File: config.mk
export PLATFORM = sky130hd
export DESIGN_NAME = hazard_ctrl
export DESIGN_NICKNAME = d
export VERILOG_FILES = /design/src/rtl/core_pkg.sv /design/src/rtl/sat_counter.sv /design/src/rtl/hazard_ctrl.sv
export SDC_FILE = /design/constraint.sdc
export NUM_CORES = 1
export LEC_CHECK = 0
export CAP_MARGIN = 30
export CELL_PAD_IN_SITES_DETAIL_PLACEMENT = 1
export CELL_PAD_IN_SITES_GLOBAL_PLACEMENT = 1
export CORE_MARGIN = 1.5
export CORE_UTILIZATION = 38
export DETAILED_ROUTE_END_ITERATION = 10
export MAX_ROUTING_LAYER = met4
export PLACE_DENSITY = 0.91
export SETUP_SLACK_MARGIN = 0.4
export SYNTH_ARGS = -nofsm -noshare
export SYNTH_HDL_FRONTEND = slang
export SYNTH_SLANG_ARGS = --single-unit
File: constraint.sdc
create_clock -name clk -period 7.5 [get_ports clk]
set_clock_uncertainty 0.2 [all_clocks]
set_input_delay 1.5 -clock clk [delete_from_list [all_inputs] [get_ports clk]]
set_output_delay 1.5 -clock clk [all_outputs]
set_load 0.01 [all_outputs]
File: src/rtl/core_pkg.sv
// Shared definitions for the core pipeline control blocks.
package core_pkg;

  typedef enum logic [0:0] {
    RUN  = 1'b0,
    BUSY = 1'b1
  } state_e;

  localparam logic [4:0] REG_ZERO       = 5'd0;
  localparam int         MULDIV_LAT_DEF = 32;

endpackage

File: src/rtl/sat_counter.sv
// Saturating up-counter; holds at all-ones instead of wrapping.
module sat_counter #(
  parameter int CNT_W = 16
) (
  input  logic             clk,
  input  logic             rst,
  input  logic             inc,
  output logic [CNT_W-1:0] count
);

  logic [CNT_W-1:0] count_r;

  // count events until the all-ones ceiling is reached
  always_ff @(posedge clk or posedge rst) begin
    if (rst) begin
      count_r <= '0;
    end else if (inc && (count_r != '1)) begin
      count_r <= count_r + CNT_W'(1'b1);
    end else begin
      count_r <= count_r;
    end
  end

  assign count = count_r;

endmodule

File: src/rtl/hazard_ctrl.sv
// Pipeline sequencer: load-use stalls, mispredict flushes and mul/div freeze of the front end.
module hazard_ctrl
  import core_pkg::*;
#(
  parameter int MULDIV_LAT = MULDIV_LAT_DEF,
  parameter int CNT_W      = 16
) (
  input  logic             clk,
  input  logic             rst,
  input  logic [4:0]       id_rs,
  input  logic [4:0]       id_rt,
  input  logic             id_uses_rt,
  input  logic             ex_memread,
  input  logic [4:0]       ex_rt,
  input  logic             ex_is_branch,
  input  logic             ex_taken,
  input  logic             ex_hit,
  input  logic             ex_muldiv,
  output logic             pc_write,
  output logic             ifid_write,
  output logic             idex_write,
  output logic             ifid_flush,
  output logic             idex_bubble,
  output logic             exmem_bubble,
  output logic             redirect,
  output logic             muldiv_done,
  output logic [CNT_W-1:0] stall_cycles,
  output logic [CNT_W-1:0] flush_count
);

  localparam int CW = (MULDIV_LAT > 2) ? $clog2(MULDIV_LAT) : 1;

  state_e        state_r, next_state_s;
  logic [CW-1:0] cnt_r, next_cnt_s;
  logic          mispredict_s;
  logic          load_use_s;
  logic          stall_inc_s;

  assign mispredict_s = ex_is_branch & (ex_taken ^ ex_hit);
  assign load_use_s   = ex_memread & (ex_rt != REG_ZERO) &
                        ((ex_rt == id_rs) | (id_uses_rt & (ex_rt == id_rt)));

  // output decode and next-state selection; reset overrides everything
  always_comb begin
    pc_write     = 1'b1;
    ifid_write   = 1'b1;
    idex_write   = 1'b1;
    ifid_flush   = 1'b0;
    idex_bubble  = 1'b0;
    exmem_bubble = 1'b0;
    redirect     = 1'b0;
    muldiv_done  = 1'b0;
    next_state_s = state_r;
    next_cnt_s   = cnt_r;
    if (rst) begin
      pc_write     = 1'b0;
      ifid_write   = 1'b0;
      idex_write   = 1'b0;
      ifid_flush   = 1'b1;
      idex_bubble  = 1'b1;
      next_state_s = RUN;
      next_cnt_s   = '0;
    end else begin
      case (state_r)
        RUN: begin
          if (mispredict_s) begin
            redirect    = 1'b1;
            ifid_flush  = 1'b1;
            idex_bubble = 1'b1;
            pc_write    = 1'b1;
          end else if (ex_muldiv) begin
            pc_write     = 1'b0;
            ifid_write   = 1'b0;
            idex_write   = 1'b0;
            exmem_bubble = 1'b1;
            next_state_s = BUSY;
            next_cnt_s   = CW'(MULDIV_LAT - 2);
          end else if (load_use_s) begin
            // the bubble reaching EX drops ex_memread, so this clears itself
            pc_write    = 1'b0;
            ifid_write  = 1'b0;
            idex_bubble = 1'b1;
          end else begin
            pc_write   = 1'b1;
            ifid_write = 1'b1;
            idex_write = 1'b1;
          end
        end
        BUSY: begin
          if (cnt_r != '0) begin
            pc_write     = 1'b0;
            ifid_write   = 1'b0;
            idex_write   = 1'b0;
            exmem_bubble = 1'b1;
            next_cnt_s   = cnt_r - CW'(1'b1);
          end else begin
            // release cycle: ex_muldiv deliberately not looked at here
            muldiv_done  = 1'b1;
            next_state_s = RUN;
          end
        end
        default: begin
          next_state_s = RUN;
          next_cnt_s   = '0;
        end
      endcase
    end
  end

  // sequencer state and mul/div countdown
  always_ff @(posedge clk or posedge rst) begin
    if (rst) begin
      state_r <= RUN;
      cnt_r   <= '0;
    end else begin
      state_r <= next_state_s;
      cnt_r   <= next_cnt_s;
    end
  end

  assign stall_inc_s = ~rst & ~pc_write;

  sat_counter #(.CNT_W(CNT_W)) u_stall_cnt (
    .clk   (clk),
    .rst   (rst),
    .inc   (stall_inc_s),
    .count (stall_cycles)
  );

  sat_counter #(.CNT_W(CNT_W)) u_flush_cnt (
    .clk   (clk),
    .rst   (rst),
    .inc   (redirect),
    .count (flush_count)
  );

endmodule
=== Word-level counts from Yosys, hierarchy flattened ===
Index checks and enable logic that the tools add are counted.

* Add/subtract/negate cells: 3
* Multipliers: 0
* Divide/modulo/power cells: 0
* $lt $le $gt $ge: 0
* Equal/unequal tests: 7
* Shift operators: 0
* Multiplexer cells: 31
* Bitwise logic cells: 10
* Reduce and logical (&&, ||, !) cells: 5

{| class="wikitable"
|+ Operator list
! cell !! number
|-
| $add A16 B1 Y16 const B || 2
|-
| $ne A16 B16 Y1 const B || 2
|-
| $mux W1 || 23
|-
| $mux W5 || 4
|-
| $eq A5 B5 Y1 || 2
|-
| $pmux W5 S2 || 1
|-
| $reduce_bool A5 Y1 || 2
|-
| $ne A3 B3 Y1 const B || 2
|-
| $pmux W1 S2 || 3
|-
| $and A1 B1 Y1 || 5
|-
| $sub A5 B1 Y5 const B || 1
|-
| $ne A3 B2 Y1 const B || 1
|-
| $not A1 Y1 || 3
|-
| $reduce_and A3 Y1 || 1
|-
| $logic_and A1 B1 Y1 || 2
|-
| $or A1 B1 Y1 || 1
|-
| $xor A1 B1 Y1 || 1
|}

* Flip-flop bits (word level): 38
* Bits in latches: 0
* RAM bits: 0
* Memory bits (read-only): 0
* Output and inout bits: 40
* Word-level logic and storage cells: 60
* Memories: 0

=== Longest topological paths before layout ===
Gate-level depths: netlist (run 1).

* Word-level depth: 12
* Depth in mapped cells: 8
* Depth with buffers taken out: 7

=== By module ===
Synthesis (run 1) repeated with hierarchy kept, for this count alone.

* Cell total of the unflattened synthesis: 209
* Area total of the unflattened synthesis: 2,185.8 um2

{| class="wikitable"
|+ By module, submodules not included
! module !! instances !! cells each !! area each (um2) !! seq. area each (um2)
|-
| sat_counter || 2 || 71 || 805.8 || 400.4
|-
| hazard_ctrl || 1 || 67 || 574.3 || 150.1
|}

=== Worst setup path before layout (run 1) ===
OpenSTA, ideal clock, no wires.

* Path type: input -> output
* Start: input port rst
* End: output port idex_bubble
* Arrival: 3.242 ns
* Slack: 2.558 ns
* Stages on the path: 4
* Path buffers: 1
* Path through: clkbuf_1 > inv_1 > o21ai_0 > a21o_1

* Cells in the longest elaborated chain, start to end: 1

{| class="wikitable"
|+ RTL lines
! item !! RTL line !! text
|-
| start: declaration || hazard_ctrl.sv:9 || <nowiki>input logic rst,</nowiki>
|-
| $mux W1 || hazard_ctrl.sv:55 || <nowiki>if (rst) begin</nowiki>
|-
| end: declaration || hazard_ctrl.sv:23 || <nowiki>output logic idex_bubble,</nowiki>
|}

No other way between the ends.

=== Worst setup path in the final report (run 1) ===
* Start: input port rst
* End: output port redirect

* Cells in the longest elaborated chain, start to end: 1

{| class="wikitable"
|+ RTL lines
! item !! RTL line !! text
|-
| $mux W1 || hazard_ctrl.sv:55 ||
|-
| end: declaration || hazard_ctrl.sv:25 || <nowiki>output logic redirect,</nowiki>
|}

No other way between the ends.

==> flow_summary.ini, run 1 <==
[run_status]
status = complete, no violations

[power]
p_seq_share_pct = 45.4
clkPwrFrac_pct = 22.4
p_sw_w = 0.0002164
power_density_nw_per_um2 = 224.1
leakagePower_nw = 1.294
ir_worst_vdd_uv = 105.1
p_int_w = 0.0004365
switching_share_pct = 33.14
pwr-share-comb_pct = 32.2

[finish]
nets = 305
stdcell_count = 351
fill_cells = 633
register_area_um2 = 950.9
antenna_cells = 0
drive_gt1_share_pct = 7.168
area_growth_pct = 35.82
multiInputGateArea_um2 = 1111

[critical_path]
max_stage_delay_ns = 0.72
crit_fanout = 23
cp_num_buf_inv = 4
cp.required_ns = 5.80
cp_top_family = buffers and inverters
timing.rr.end = u_stall_cnt.count[1]
cp_slowest_cell = inv_1
cp.arrival_ns = 3.79
crit_start = rst
rr_startpoint = cnt_r[0]
cp_cell_sequence = clkdlybuf4s50_1, inv_1, nand4_1, inv_1, clkdlybuf4s50_1
r2r.worst_path.cells = 7
startpoint_type = input pin
r2r_slack_ns = 4.88
timing_worst_setup_path_type = in2out
endpoint_kind = primary output

[timing]
final.period_utilization_pct = 73.23
setup_slack_ns = 2.008
tightest_slew_ns = 0.8890
period_needed_ns = 5.492
fmax_mhz = 182.1
max-slew-margin-rel_pct = 40.67
slew_viol_final = 0
rsz0062_at_grt = false
setup_violations = 0
finalHoldViolCount = 0
finalSetupTns_ns = 0

[clocking]
cts_root_buf = clkbuf_8
clkLatencyLatePin_ns = 0.29
postCtsSetupRepairBufs = 0
clk_pin_slew_ns = 0.07
cts_buffers = 5
cts_resized = 0
cts_buffer_depth = 2
htree_levels = 2
cts_hold_buf = 0
clock_sinks = 38
cts_tree = built

[synth]
ys_seq_area_share_pct = 44.34
async_reset_ff_share_pct = 100.0
yosys_warnings = 0
synthMuxAreaShare_pct = 2.509
synth_area_per_cell_um2 = 10.02
synthXorXnorAreaFrac_pct = 15.93
synth-edff-count = 0
syn_inst = 214
synth-adder-area-share_pct = 2.334
synth_ff_type = dfrtp_1
synth_compound_area_share_pct = 7.293
ys_types = 41
ys_ff_latch = 38
synth_nets = 241
syn-cell-area_um2 = 2145
yosys.area_share.simple_pct = 23.75
synth_top_family_by_area = simple AND/OR/NAND/NOR gates

[placed_design]
post-place-ws_ns = 1.980
port_buffers = 62
place_hpwl_um = 4079
dp_cells = 343
place.gp.congestion = 0.7945

[worst_hold_path]
worstHoldEndpoint = u_flush_cnt.count[15]
hold_path_depth = 1
min_from = u_flush_cnt.count[15]
hp-class = reg2reg

[die]
dieWidth_um = 78.13
die_h_um = 78.13
core_region_area_um2 = 5473
rows = 27
initial_utilization_pct = 39.19
dieArea_um2 = 6104
num_io_pins = 63

[routing]
antenna_left = 0
vias = 1796
wire_per_inst_um = 15.43
viasPerCell = 5.117
drtPass1Iterations = 4
drt_wl_total_um = 5417
remaining_drc_errors = 0
drtIter0Drc = 58

[global_routing]
overflow = 0
grt_start_max_net_pins = 24
grt_pass1_wl_um = 9004
grt_usage_pct = 19.09
antenna_found_initial = 0
grt_pass1_vias = 1865

[run]
maxCapViolCount = 0
metrics by stage:
| stage | power (W) | util (%) | hold WS (ns) | cell area [um^2] |
|---|---|---|---|---|
| 4_1_cts | 0.0006605 | 53.22 | 0.3006 | 2913 |
| 6_report | 0.0006529 | 53.22 | 0.3000 | 2913 |
| 2_1_floorplan | 0.0003932 | - | 0.2607 | 2145 |
| 5_1_grt | 0.0006932 | 53.22 | 0.3144 | 2913 |
| 3_5_place_dp | 0.0005125 | 51.55 | 0.2888 | 2821 |
| 3_3_place_gp | 0.0004991 | 51.55 | 0.2744 | 2821 |
final cells by class:
class                           instances  area share, %
Tap cell                               72          3.093
Multi-Input combinational cell        159          38.14
Clock inverter                          1         0.1718
Clock buffer                            7          2.964
Sequential cell                        38          32.65
Timing Repair Buffer                   63          21.56
Inverter                               11          1.418
synthesized netlist by cell type (all sizes together), types with 2 or more instances:
cell type,count,area [um^2]
a21oi,5,25.02
or4,3,22.52
o21a,2,15.01
ha,4,50.05
nand4,6,37.54
mux2i,2,20.02
dfrtp,38,950.9
clkbuf,3,11.26
or2b,2,15.01
mux2,3,33.78
nor2,29,108.9
nor4b,4,77.58
xnor2,7,61.31
and3,5,31.28
o21ai,3,15.01
a311oi,3,26.28
nand2,17,63.81
nor3,7,35.03
buf,3,30.03
inv,11,41.29
nand3,8,40.04
xor2,32,280.3
worst max-delay path by stage:
stage          slack (ns)          end  depth (start not counted)
6_report             2.01     redirect                          5
5_1_grt              1.76     redirect                          5
4_1_cts              1.96     redirect                          5
3_5_place_dp         1.98     redirect                          5
3_3_place_gp         2.11     redirect                          5
2_1_floorplan        2.56  idex_bubble                          4
layer usage:
| metal | global-route usage (%) | up-vias | wire length (um) |
|---|---|---|---|
| li1 | - | 856 | - |
| met1 | 23.33 | 885 | 2397 |
| met2 | 31.65 | 51 | 2649 |
| met3 | 5.116 | 4 | 332 |
| met4 | 4.464 | 0 | 38 |
| met5 | - | - | 0 |
layout by cell type, fill, tap and decap left out, types with 2 or more instances in the layout:
master	count
or2b_1	2
nand3_1	8
dfrtp_1	38
ha_1	4
mux2_2	3
o21ai_0	3
or4_1	3
nor3_1	7
nor4b_4	2
nor4b_2	2
mux2i_1	2
a311oi_1	3
clkbuf_8	6
nor2_1	29
nand4_1	6
o21a_1	2
clkdlybuf4s50_1	62
and3_1	5
inv_1	11
a21oi_1	5
nand2_1	17
xnor2_1	7
xor2_1	32
sequential cells by signal, summed over array words and instances, names as in the netlist:
register and cells:
u_flush_cnt.count 16, u_stall_cnt.count 16, cnt_r 5, state_r 1
power groups by stage:
stage	sequential (W)	combinational, W	clock (W)
after floorplan	0.000303	0.0000905	0
after detailed placement	0.000300	0.000213	0
final	0.000296	0.000210	0.000146
after CTS	0.000297	0.000214	0.000150
after global placement	0.000295	0.000204	0
after global routing	0.000305	0.000231	0.000157
kinds of logic (layout without fill, tap and decap cells):
group                      Yosys count  after routing
AOI/OAI and AO/OA                   20             20
xor gates and xnor gates            39             39
adders and majority gates            4              4
buffers and inverters               17             82
DFF                                 38             38
muxes                                5              5
and+or+nand+nor                     91             91
(Power assumes the default switching activity.)
==> run 2: changes to the inputs <==
- CORE_UTILIZATION: 38 -> 32
- PLACE_DENSITY: 0.91 -> 0.83
- clock period: 7.5 -> 4.57 ns (I/O delays scaled with it)
==> flow_summary.ini, run 2 (synthesis results as in run 1) <==
[run_status]
status = finished with violations
violations = design-rule violations

[die]
num_io_pins = 63
dieWidth_um = 84.87
dieArea_um2 = 7202
core_region_area_um2 = 6422
initial_utilization_pct = 33.39
die_h_um = 84.87
rows = 29

[placed_design]
place.gp.congestion = 0.7748
port_buffers = 62
dp_cells = 349
place_hpwl_um = 4131

[power]
leakagePower_nw = 1.293
pwr-share-comb_pct = 32.8
power_density_nw_per_um2 = 361.4
p_sw_w = 0.0003415
ir_worst_vdd_uv = 157.4
p_seq_share_pct = 46.0
power_w = 0.001055
p_int_w = 0.0007131
switching_share_pct = 32.38
clkPwrFrac_pct = 21.2

[critical_path]
cp.arrival_ns = 2.93
endpoint_kind = primary output
cp_cell_sequence = clkdlybuf4s50_1, or4_1, o21ai_1, nor2_1, nand2_1, o21a_1, clkdlybuf4s50_1
cp_slowest_cell = or4_1
cp_top_family = buffers and inverters
crit_top_cell = clkdlybuf4s50_1
timing_worst_setup_path_type = in2out
max_stage_delay_ns = 0.57
startpoint_type = input pin
cp.required_ns = 3.46
crit_fanout = 3
cp_num_buf_inv = 2

[global_routing]
grt_pass1_wl_um = 9142
grt_pass1_vias = 1919
overflow = 0
antenna_found_initial = 0
grt_usage_pct = 15.96
grt_start_max_net_pins = 40

[timing]
period_needed_ns = 4.039
final.period_utilization_pct = 88.39
finalSetupTns_ns = 0
max-slew-margin-rel_pct = 58.72
fmax_mhz = 247.6
setup_violations = 0
rsz0062_at_grt = false
finalHoldViolCount = 0
tightest_slew_ns = 0.6182
slew_viol_final = 0

[finish]
nets = 306
final_util_pct = 45.43
stdcell_count = 355
final_cell_mix = 62 x clkdlybuf4s50_1, 38 x dfrtp_1, 32 x xor2_1, 29 x nor2_1, 17 x nand2_1
antenna_cells = 0
drive_gt1_share_pct = 7.194
final_common_cell = clkdlybuf4s50_1
area_growth_pct = 36.06

[routing]
vias = 1780
drtIter0Drc = 63
drtPass1Iterations = 9
viasPerCell = 5.014
wire_per_inst_um = 15.07
remaining_drc_errors = 7
drt_wl_total_um = 5349
antenna_left = 0

[clocking]
postCtsSetupRepairBufs = 0
cts_tree = built
cts_hold_buf = 0
clk_pin_slew_ns = 0.07
cts_root_buf = clkbuf_8
clkLatencyLatePin_ns = 0.27
clock_sinks = 38
cts_buffer_depth = 2
htree_levels = 2
cts_buffers = 5
cts_resized = 0

[worst_hold_path]
hp-class = reg2reg

[run]
maxCapViolCount = 0
[run 2: changes by cell type in the layout (fill, tap and decap cells not counted)]
| cell | delta |
|---|---|
| buf_4 | +1 |
| clkbuf_1 | -1 |
| clkinv_2 | -1 |
| o21ai_0 | -1 |
| o21ai_1 | +1 |
[run 2: path summary, 6_finish.rpt]
kind	start	to	slack, ns	depth (start not counted)
setup / recovery	ex_rt[1]	pc_write	0.53	7
hold / removal	u_stall_cnt.count[9]	u_stall_cnt.count[9]	0.29	1
setup reg to reg	cnt_r[0]	u_stall_cnt.count[14]	1.95	7
hold reg to reg	u_stall_cnt.count[9]	u_stall_cnt.count[9]	0.29	1
max in group asynchronous	rst	u_stall_cnt.count[6]	2.64	3
min in group asynchronous	rst	state_r	1.17	3
[run 2: routing by layer]
metal | track usage (%) | routed length [um] | part of all wire (%)
met1 | 19.53 | 2319 | 43
met2 | 28.22 | 2749 | 51
met3 | 2.432 | 257 | 4.8
met4 | 2.981 | 22 | 0.41
met5 | - | 0 | 0
[run 2: through the flow]
step / hold slack, ns / setup WS, ns / instance area, um^2
after floorplan: 0.2607 / 0.8003 / 2145
after global placement: 0.2698 / 0.5362 / 2835
after detailed placement: 0.2814 / 0.4710 / 2835
after CTS: 0.2954 / 0.4572 / 2918
after global routing: 0.3058 / 0.4439 / 2918
final: 0.2895 / 0.5308 / 2918
[run 2: layout make-up]
cell class,count,area [um^2]
clock buffer,6,82.58
fill,740,3505
inverter,11,41.29
multi-input combinational,159,1111
sequential,38,950.9
tap,77,96.34
timing repair buffer,64,635.6
[run 2: power by group through the flow]
| stage | combinational (W) | clock, W | sequential (W) |
|---|---|---|---|
| after global routing | 0.000378 | 0.000242 | 0.000497 |
| after detailed placement | 0.000352 | 0 | 0.000491 |
| after CTS | 0.000352 | 0.000232 | 0.000486 |
| final | 0.000346 | 0.000223 | 0.000485 |
| after floorplan | 0.000149 | 0 | 0.000497 |
| after global placement | 0.000338 | 0 | 0.000486 |
